==> src/rtl/ram_slot_arbiter.sv <==
// Per-slot DRAM ownership arbiter: even slots carry video/refresh, odd slots carry DMA/blitter/CPU.
// Decisions happen only on slot_en edges and are held for the whole slot.
module ram_slot_arbiter #(
    parameter int unsigned REFRESH_DIV = 32,
    parameter int unsigned STARVE_MAX  = 4
) (
    input  logic       clk32,
    input  logic       resb,
    input  logic       slot_en,
    input  logic       vid_req,
    input  logic       dma_req,
    input  logic       blit_req,
    input  logic       cpu_req,
    output logic [4:0] gnt,
    output logic [2:0] owner,
    output logic       slot_odd,
    output logic       slot_done,
    output logic [1:0] ref_pending
);

    localparam int unsigned DIV_W = 8;
    localparam int unsigned STV_W = 4;
    localparam int unsigned GNT_W = 5;

    typedef enum logic {
        SYNC,
        RUN
    } state_t;

    state_t           state;
    logic [DIV_W-1:0] div;
    logic [STV_W-1:0] starve;

    logic             next_odd_c;
    logic [GNT_W-1:0] gnt_c;
    logic [2:0]       owner_c;
    logic             ref_inc_c;
    logic             ref_dec_c;
    logic             cpu_forced_c;

    // Parity of the incoming slot: the first slot after SYNC is always even.
    assign next_odd_c   = (state == RUN) ? ~slot_odd : 1'b0;
    assign cpu_forced_c = (starve == STV_W'(STARVE_MAX)) && cpu_req;
    assign ref_inc_c    = (state == RUN || state == SYNC) && (div == DIV_W'(REFRESH_DIV - 1));
    assign ref_dec_c    = gnt_c[1];

    // Owner selection for the incoming slot.
    always_comb begin
        gnt_c = '0;
        if (!next_odd_c) begin
            if (ref_pending == 2'd3)      gnt_c = 5'b00010;
            else if (vid_req)             gnt_c = 5'b00001;
            else if (ref_pending != 2'd0) gnt_c = 5'b00010;
        end else begin
            if (cpu_forced_c)             gnt_c = 5'b10000;
            else if (dma_req)             gnt_c = 5'b00100;
            else if (blit_req)            gnt_c = 5'b01000;
            else if (cpu_req)             gnt_c = 5'b10000;
        end
    end

    always_comb begin
        owner_c = '0;
        for (int i = 0; i < int'(GNT_W); i++) begin
            if (gnt_c[i]) owner_c = 3'(i + 1);
        end
    end

    // Slot state, refresh bookkeeping and CPU starvation tracking.
    always_ff @(posedge clk32 or negedge resb) begin
        if (!resb) begin
            state       <= SYNC;
            gnt         <= '0;
            owner       <= '0;
            slot_odd    <= 1'b0;
            slot_done   <= 1'b0;
            ref_pending <= '0;
            div         <= '0;
            starve      <= '0;
        end else begin
            slot_done <= 1'b0;
            if (slot_en) begin
                state     <= RUN;
                slot_odd  <= next_odd_c;
                gnt       <= gnt_c;
                owner     <= owner_c;
                slot_done <= (state == RUN) && (owner != 3'd0);

                div <= ref_inc_c ? '0 : div + DIV_W'(1);

                if (ref_inc_c && !ref_dec_c && ref_pending != 2'd3) begin
                    ref_pending <= ref_pending + 2'd1;
                end else if (!ref_inc_c && ref_dec_c) begin
                    ref_pending <= ref_pending - 2'd1;
                end

                if (next_odd_c) begin
                    if (cpu_req && !gnt_c[4]) begin
                        if (starve != STV_W'(STARVE_MAX)) starve <= starve + STV_W'(1);
                    end else begin
                        starve <= '0;
                    end
                end
            end
        end
    end

endmodule

==> config.mk <==
export PLATFORM = sky130hd
export DESIGN_NAME = ram_slot_arbiter
export DESIGN_NICKNAME = d
export VERILOG_FILES = /design/src/rtl/ram_slot_arbiter.sv
export SDC_FILE = /design/constraint.sdc
export NUM_CORES = 1
export LEC_CHECK = 0
export CAP_MARGIN = 25
export CORE_ASPECT_RATIO = 0.75
export CORE_MARGIN = 4
export CORE_UTILIZATION = 45
export DETAILED_ROUTE_END_ITERATION = 10
export GPL_TIMING_DRIVEN = 0
export PLACE_DENSITY = 0.74
export RECOVER_POWER = 100
export SYNTH_ARGS = -nofsm -noshare
export SYNTH_HDL_FRONTEND = slang
export SYNTH_SLANG_ARGS = --single-unit
==> constraint.sdc <==
create_clock -name clk32 -period 1.4 [get_ports clk32]
set_input_delay 0.28 -clock clk32 [delete_from_list [all_inputs] [get_ports clk32]]
set_output_delay 0.28 -clock clk32 [all_outputs]
set_load 0.05 [all_outputs]
# Word level (Yosys, flattened, before mapping)

Cells that the tools add are included.

Muxes and demuxes: 20
Reduce and logical (&&, ||, !) cells: 14
Equal/unequal tests: 6
Add/subtract/negate cells: 4
Bitwise operators: 1

Operators by type and width:

| operator                                                                 | count |
|---|---|
| 5-bit two-way mux                                                        | 7 |
| 3-bit two-way mux                                                        | 4 |
| 8-bit by 1-bit adder with 8-bit output (second input constant)           | 1 |
| 8-bit by 5-bit == test with 1-bit output (second input constant)         | 1 |
| 4-bit two-way mux                                                        | 2 |
| 8-bit two-way mux                                                        | 1 |
| 1-bit logical AND                                                        | 6 |
| 2-bit two-way mux                                                        | 3 |
| 4-bit by 1-bit adder with 4-bit output (second input constant)           | 1 |
| 4-bit by 3-bit == test with 1-bit output (second input constant)         | 1 |
| 4-bit by 3-bit inequality test with 1-bit output (second input constant) | 1 |
| 2-bit nonzero test                                                       | 2 |
| 1-bit zero test                                                          | 3 |
| 1-bit two-way mux                                                        | 3 |
| 3-bit AND reduction                                                      | 1 |
| 3-bit nonzero test                                                       | 1 |
| 2-bit by 1-bit adder with 2-bit output (second input constant)           | 1 |
| 2-bit == test (second input constant)                                    | 1 |
| 2-bit by 1-bit inequality test with 1-bit output (second input constant) | 1 |
| 2-bit inequality test (second input constant)                            | 1 |
| 2-bit AND reduction                                                      | 1 |
| 2-bit by 1-bit subtractor with 2-bit output (second input constant)      | 1 |
| 1-bit NOT                                                                | 1 |

Input bits: 7
Output and inout bits: 12
Bits in registers: 25

# Logic depth before layout (Yosys ltp)

Depth in word-level cells: 10
Gate-level depth with buffers: 7
Gate-level depth less buffers: 7

# Worst setup path before layout

No wires, ideal clock.

Path kind: register to register
Start point: reg ref_pending[1]
End point: reg ref_pending[1]
Path buffers: 0
Period minus slack after synthesis: 1.578 ns
Setup slack: -0.178 ns
Arrival time: 1.457 ns
Cell stages (with the launch flop): 6
Required time: 1.279 ns
Path through: dfrtp_1 > nand2_2 > a211oi_4 > nand3_1 > a21oi_1 > nor2_1

Longest elaborated chain between the ends: 10

Ends and longest elaborated chain:

| what                            | line | text |
|---|---|---|
| start: declaration              | 18   | `output logic [1:0] ref_pending` |
| start signal: assignment        | 92   | `ref_pending <= ref_pending + 2'd1;` |
| start signal: assignment        | 94   | `ref_pending <= ref_pending - 2'd1;` |
| 2-bit nonzero test              | 53   | `else if (ref_pending != 2'd0) gnt_c = 5'b00010;` |
| 2-bit two-way mux               | 53   |  |
| 5-bit two-way mux               | 52   | `else if (vid_req) gnt_c = 5'b00001;` |
| 5-bit two-way mux               | 51   | `if (ref_pending == 2'd3) gnt_c = 5'b00010;` |
| 5-bit two-way mux               | 50   | `if (!next_odd_c) begin` |
| 1-bit zero test                 | 91   | `if (ref_inc_c && !ref_dec_c && ref_pending != 2'd3) begin` |
| 1-bit logical AND (2 in series) | 91   |  |
| 2-bit nonzero test (no line)    | --   |  |
| 2-bit AND reduction (no line)   | --   |  |

Parallel ways exist; a longest one is shown, timed or not. The select of a mux whose other input is x is not followed.
A chain may end at the register's enable or synchronous reset.

# Worst setup path after layout

Start point: reg starve[0]
End point: reg starve[2]

Longest elaborated chain between the ends: 8

Ends and longest elaborated chain:

| what                                                       | line | text |
|---|---|---|
| start: declaration                                         | 32   | `logic [STV_W-1:0] starve;` |
| start signal: assignment                                   | 99   | `if (starve != STV_W'(STARVE_MAX)) starve <= starve + STV_W'(1);` |
| 4-bit by 3-bit == test with 1-bit output                   | 43   | `assign cpu_forced_c = (starve == STV_W'(STARVE_MAX)) && cpu_req;` |
| 1-bit logical AND                                          | 43   |  |
| 5-bit two-way mux                                          | 55   | `if (cpu_forced_c) gnt_c = 5'b10000;` |
| 5-bit two-way mux                                          | 50   |  |
| 1-bit zero test                                            | 98   | `if (cpu_req && !gnt_c[4]) begin` |
| 1-bit logical AND                                          | 98   |  |
| 2-bit by 1-bit inequality test with 1-bit output (no line) | --   |  |
| 3-bit AND reduction (no line)                              | --   |  |

Parallel ways exist; a longest one is shown, timed or not. The select of a mux whose other input is x is not followed.

==> run summary <==
• 2 — maximum buffer depth of the clock tree
• 1.075 — Final period util
• 31 — library cells used by synthesis
• 0.4716 — initial core utilization
• 0 — sum of overflow across all layers after global routing
• 0 — count of nets left with antenna violations after detail routing
• 4 — CP Max Fanout
• 4 — DR pass1 iterations
• starve[2]$_DFFE_PN0P_ — critical path capture point
• 0 — number of max-slew violations in the final report
• negative setup slack — failing checks
• 1 — level count of the clock H-tree
• 3 — number of CTS-inserted buffers
• register to register — Setup CP Type
• 0 — count of flip-flops with a built-in enable after synthesis
• sky130_fd_sc_hd__dfrtp_1 — slowest CP cell
• 18 — maximum number of pins on one net before global-route repair
• register — endpoint type of the worst setup path
• 4.045 ps — worst setup skew after layout
• 25 — clock tree sinks
• 131 — net count of the mapped netlist
• 164 — net count of the finished layout
• compound AO/OA/AOI/OAI gates — category of cells accounting for the largest share of critical-path delay
• 18 — port bufs
• 4.436 mm — first-pass GRT wire length
• 1227 sq um — Syn Std Cell Area
• 1400 nW/um^2 — pwr dens
• 987 — number of global-route vias before repair
• sky130_fd_sc_hd__dfrtp_1 (22), sky130_fd_sc_hd__nor2_1 (11), sky130_fd_sc_hd__nand2_1 (11) — most used cells in the layout excluding fill and tap cells
• 9 — Setup Viol. Count Final
• sky130_fd_sc_hd__clkbuf_4 — library cell used as clock root buffer
• 7 — instance count on the critical path
• 28.24% — Area growth syn-to-layout
• 1.828 mm — final HPWL from detailed placement
• sky130_fd_sc_hd__dfrtp_1 (51%), sky130_fd_sc_hd__mux2_2 (4.6%), sky130_fd_sc_hd__nand2_1 (3.4%) — ranking of synthesized cells by area
• 0.0007719 V — worst voltage drop across the vdd grid
• 0.5097 — sequential-to-total area share from yosys stat
• 218 — Filler Cells Inserted
• 68.31 um — die width
• 0.6717 — relative max-transition margin
• 1006 — detailed-route via count
• 0 — number of diodes added for antenna fixing
• 2.203 mW — Final Total Pwr
• input pin to asynchronous set/reset pin — Hold/Removal Path Class
• 10.14 sq um — mean cell area of the mapped netlist
• 0 — final hold viol count
• 2.638 mm — Routed Wire Length
• 0 — Residual DRC
• 0.8260 — Final Wtd Congestion
• 130 ps — clock-pin transition on the worst setup and hold timing paths
• 1 — sum of buffers and inverters on the critical path
• 53.23 um — floorplan die height
• 176 — instance count after placement with tap cells included
• 3636 sq um — total die area
• 7 — number of cells on the worst reg-to-reg path
• 19 — I/O Pins
• 1.000 — FFs w/ async S/R, synth
• starve[0]$_DFFE_PN0P_ — launching element of the worst setup path
• 5.323 — detailed-route vias per instance
• 1750 ps — critical path data arrival time
• 13.96 um — post-detailed-route wirelength per cell
• 121 — number of instances in the synthesized netlist
• 664.6 MHz — f_max
• 0.5097 — share of Yosys cell area claimed by the top area cell type
• 0 — Warnings, synthesis
• -100 ps — Worst R2R Setup Slack
• 0.3137 — layout cells sized above 1
• 310 ps — clk_lat worst skew
• 0.1669 — global-route usage over all layers
• 1640 ps — data required time at the worst endpoint
• 492.4 ps — transition time of the tightest slew-check pin
• 25 — number of register bits inferred by synthesis
• 318.4 ps — final worst hold slack
• 16 — num rows
• 2603 sq um — core region area
• -104.6 ps — worst setup margin
• sky130_fd_sc_hd__dfrtp_1 — main flop type after synthesis
• 0 — number of antenna violations at the first check in global routing
• 380 ps — worst stage delay on the critical path
• 0.7043 nW — cell leakage power
• 0 — Max Cap Violations
• starve[0]$_DFFE_PN0P_ — r2r startpoint
• starve[2]$_DFFE_PN0P_ — Reg2Reg Capture Point
• inv_1, ha_2, nand4b_1, o21ai_2, a21boi_2, nand3_1, o22ai_1 — series of cell instances along the critical path
• 189 — Non-Filler Instances
• -467.4 ps — Setup TNS
• yes — TritonCTS clock tree
• sky130_fd_sc_hd__dfrtp_1 — most common library cell in the layout ignoring fill and taps
• register — critical path launch point type
• 52 — number of DRC violations after detailed-routing iteration 0
• complete, but fails checks — status
• yes — unrepaired setup endpoints after global routing
• sky130_fd_sc_hd__dfrtp_1 — area leader, netlist
• 1505 ps — time the final worst path needs with I/O delays and setup
per-stage QoR:
stage / utilization / setup WS [ps] / instance area, sq um
floorplan: - / -103.4 / 1237
global placement: 0.5620 / -440.3 / 1463
detailed placement: 0.5726 / -469.6 / 1490
CTS: 0.6048 / -99.06 / 1574
global route: 0.6048 / -191.2 / 1574
finish: 0.6048 / -104.6 / 1574
logic make-up (layout without fill, tap and decap cells):
group,count (synthesis),after routing,synth area share
simple gates,48,48,0.2120
compound gates,22,22,0.1132
fa+ha+maj,3,3,0.03058
xor+xnor,5,5,0.03568
flops,25,25,0.5097
buf+inv,12,44,0.04485
mux,6,6,0.05402
worst min-delay path by stage:
stage                                   from            endpoint  slack, ps
after floorplan                         resb  div[0]$_DFFE_PN0P_        -20
after global placement    div[4]$_DFFE_PN0P_  div[4]$_DFFE_PN0P_        460
after detailed placement  div[4]$_DFFE_PN0P_  div[4]$_DFFE_PN0P_        460
after CTS                               resb  gnt[1]$_DFFE_PN0P_        300
after global routing                    resb  gnt[1]$_DFFE_PN0P_        320
final                                   resb  gnt[1]$_DFFE_PN0P_        320
report_power, final:
group          total, mW  switching, mW  leakage [nW]  internal (mW)
Sequential          1.03          0.149         0.311          0.882
Clock              0.312          0.200        0.0150          0.111
Combinational      0.860          0.504         0.379          0.356
what timing repair did:
item	CTS	global route
buffers inserted	7	2
setup endpoints to repair	27	17
pin swaps	5	7
hold buffers	0	0
gates resized for setup	48	10
worst reg2reg max path: stages (launching register included):
cell                       delay [ps]
sky130_fd_sc_hd__dfrtp_1          380
sky130_fd_sc_hd__inv_1             60
sky130_fd_sc_hd__ha_2             170
sky130_fd_sc_hd__nand4b_1         170
sky130_fd_sc_hd__o21ai_2          100
sky130_fd_sc_hd__a21boi_2         220
sky130_fd_sc_hd__nand3_1          140
sky130_fd_sc_hd__o22ai_1          190
flip-flops by register name, summed over array words and instances, names as in the netlist:
signal,cells
starve,4
ref_pending,2
state,1
slot_odd,1
slot_done,1
owner,3
gnt,5
div,8
cell usage after synthesis, types with 2 or more instances:
cell type,n
sky130_fd_sc_hd__dfrtp_1,25
sky130_fd_sc_hd__nand2_1,11
sky130_fd_sc_hd__nor2_1,11
sky130_fd_sc_hd__inv_1,9
sky130_fd_sc_hd__a21oi_1,8
sky130_fd_sc_hd__nand3_1,8
sky130_fd_sc_hd__mux2_2,5
sky130_fd_sc_hd__nand4_1,4
sky130_fd_sc_hd__o21ai_0,4
sky130_fd_sc_hd__o21ai_1,4
sky130_fd_sc_hd__xnor2_1,4
sky130_fd_sc_hd__and3_1,3
sky130_fd_sc_hd__ha_1,3
sky130_fd_sc_hd__nor3_1,3
sky130_fd_sc_hd__clkbuf_1,2
sky130_fd_sc_hd__nand2_2,2
routing by layer:
| metal | vias to the layer above | GRT usage | wire length (um) |
|---|---|---|---|
| met5 | - | 0 | 0 |
| met4 | 0 | 0.05611 | 44 |
| met3 | 6 | 0.05096 | 113 |
| li1 | 484 | - | - |
| met1 | 486 | 0.2173 | 1296 |
| met2 | 30 | 0.2624 | 1183 |
cell type report:
type | instances | area [sq um] | area share
repair buffers | 28 | 230.2 | 0.1463
clock buffers | 4 | 26.28 | 0.01669
inverters | 9 | 33.78 | 0.02146
plain buffers | 3 | 22.52 | 0.01431
well taps | 36 | 45.04 | 0.02862
flip-flops and latches | 25 | 629.4 | 0.3998
multi-input cells | 84 | 586.8 | 0.3728
Power figures use the tool's default switching activity.
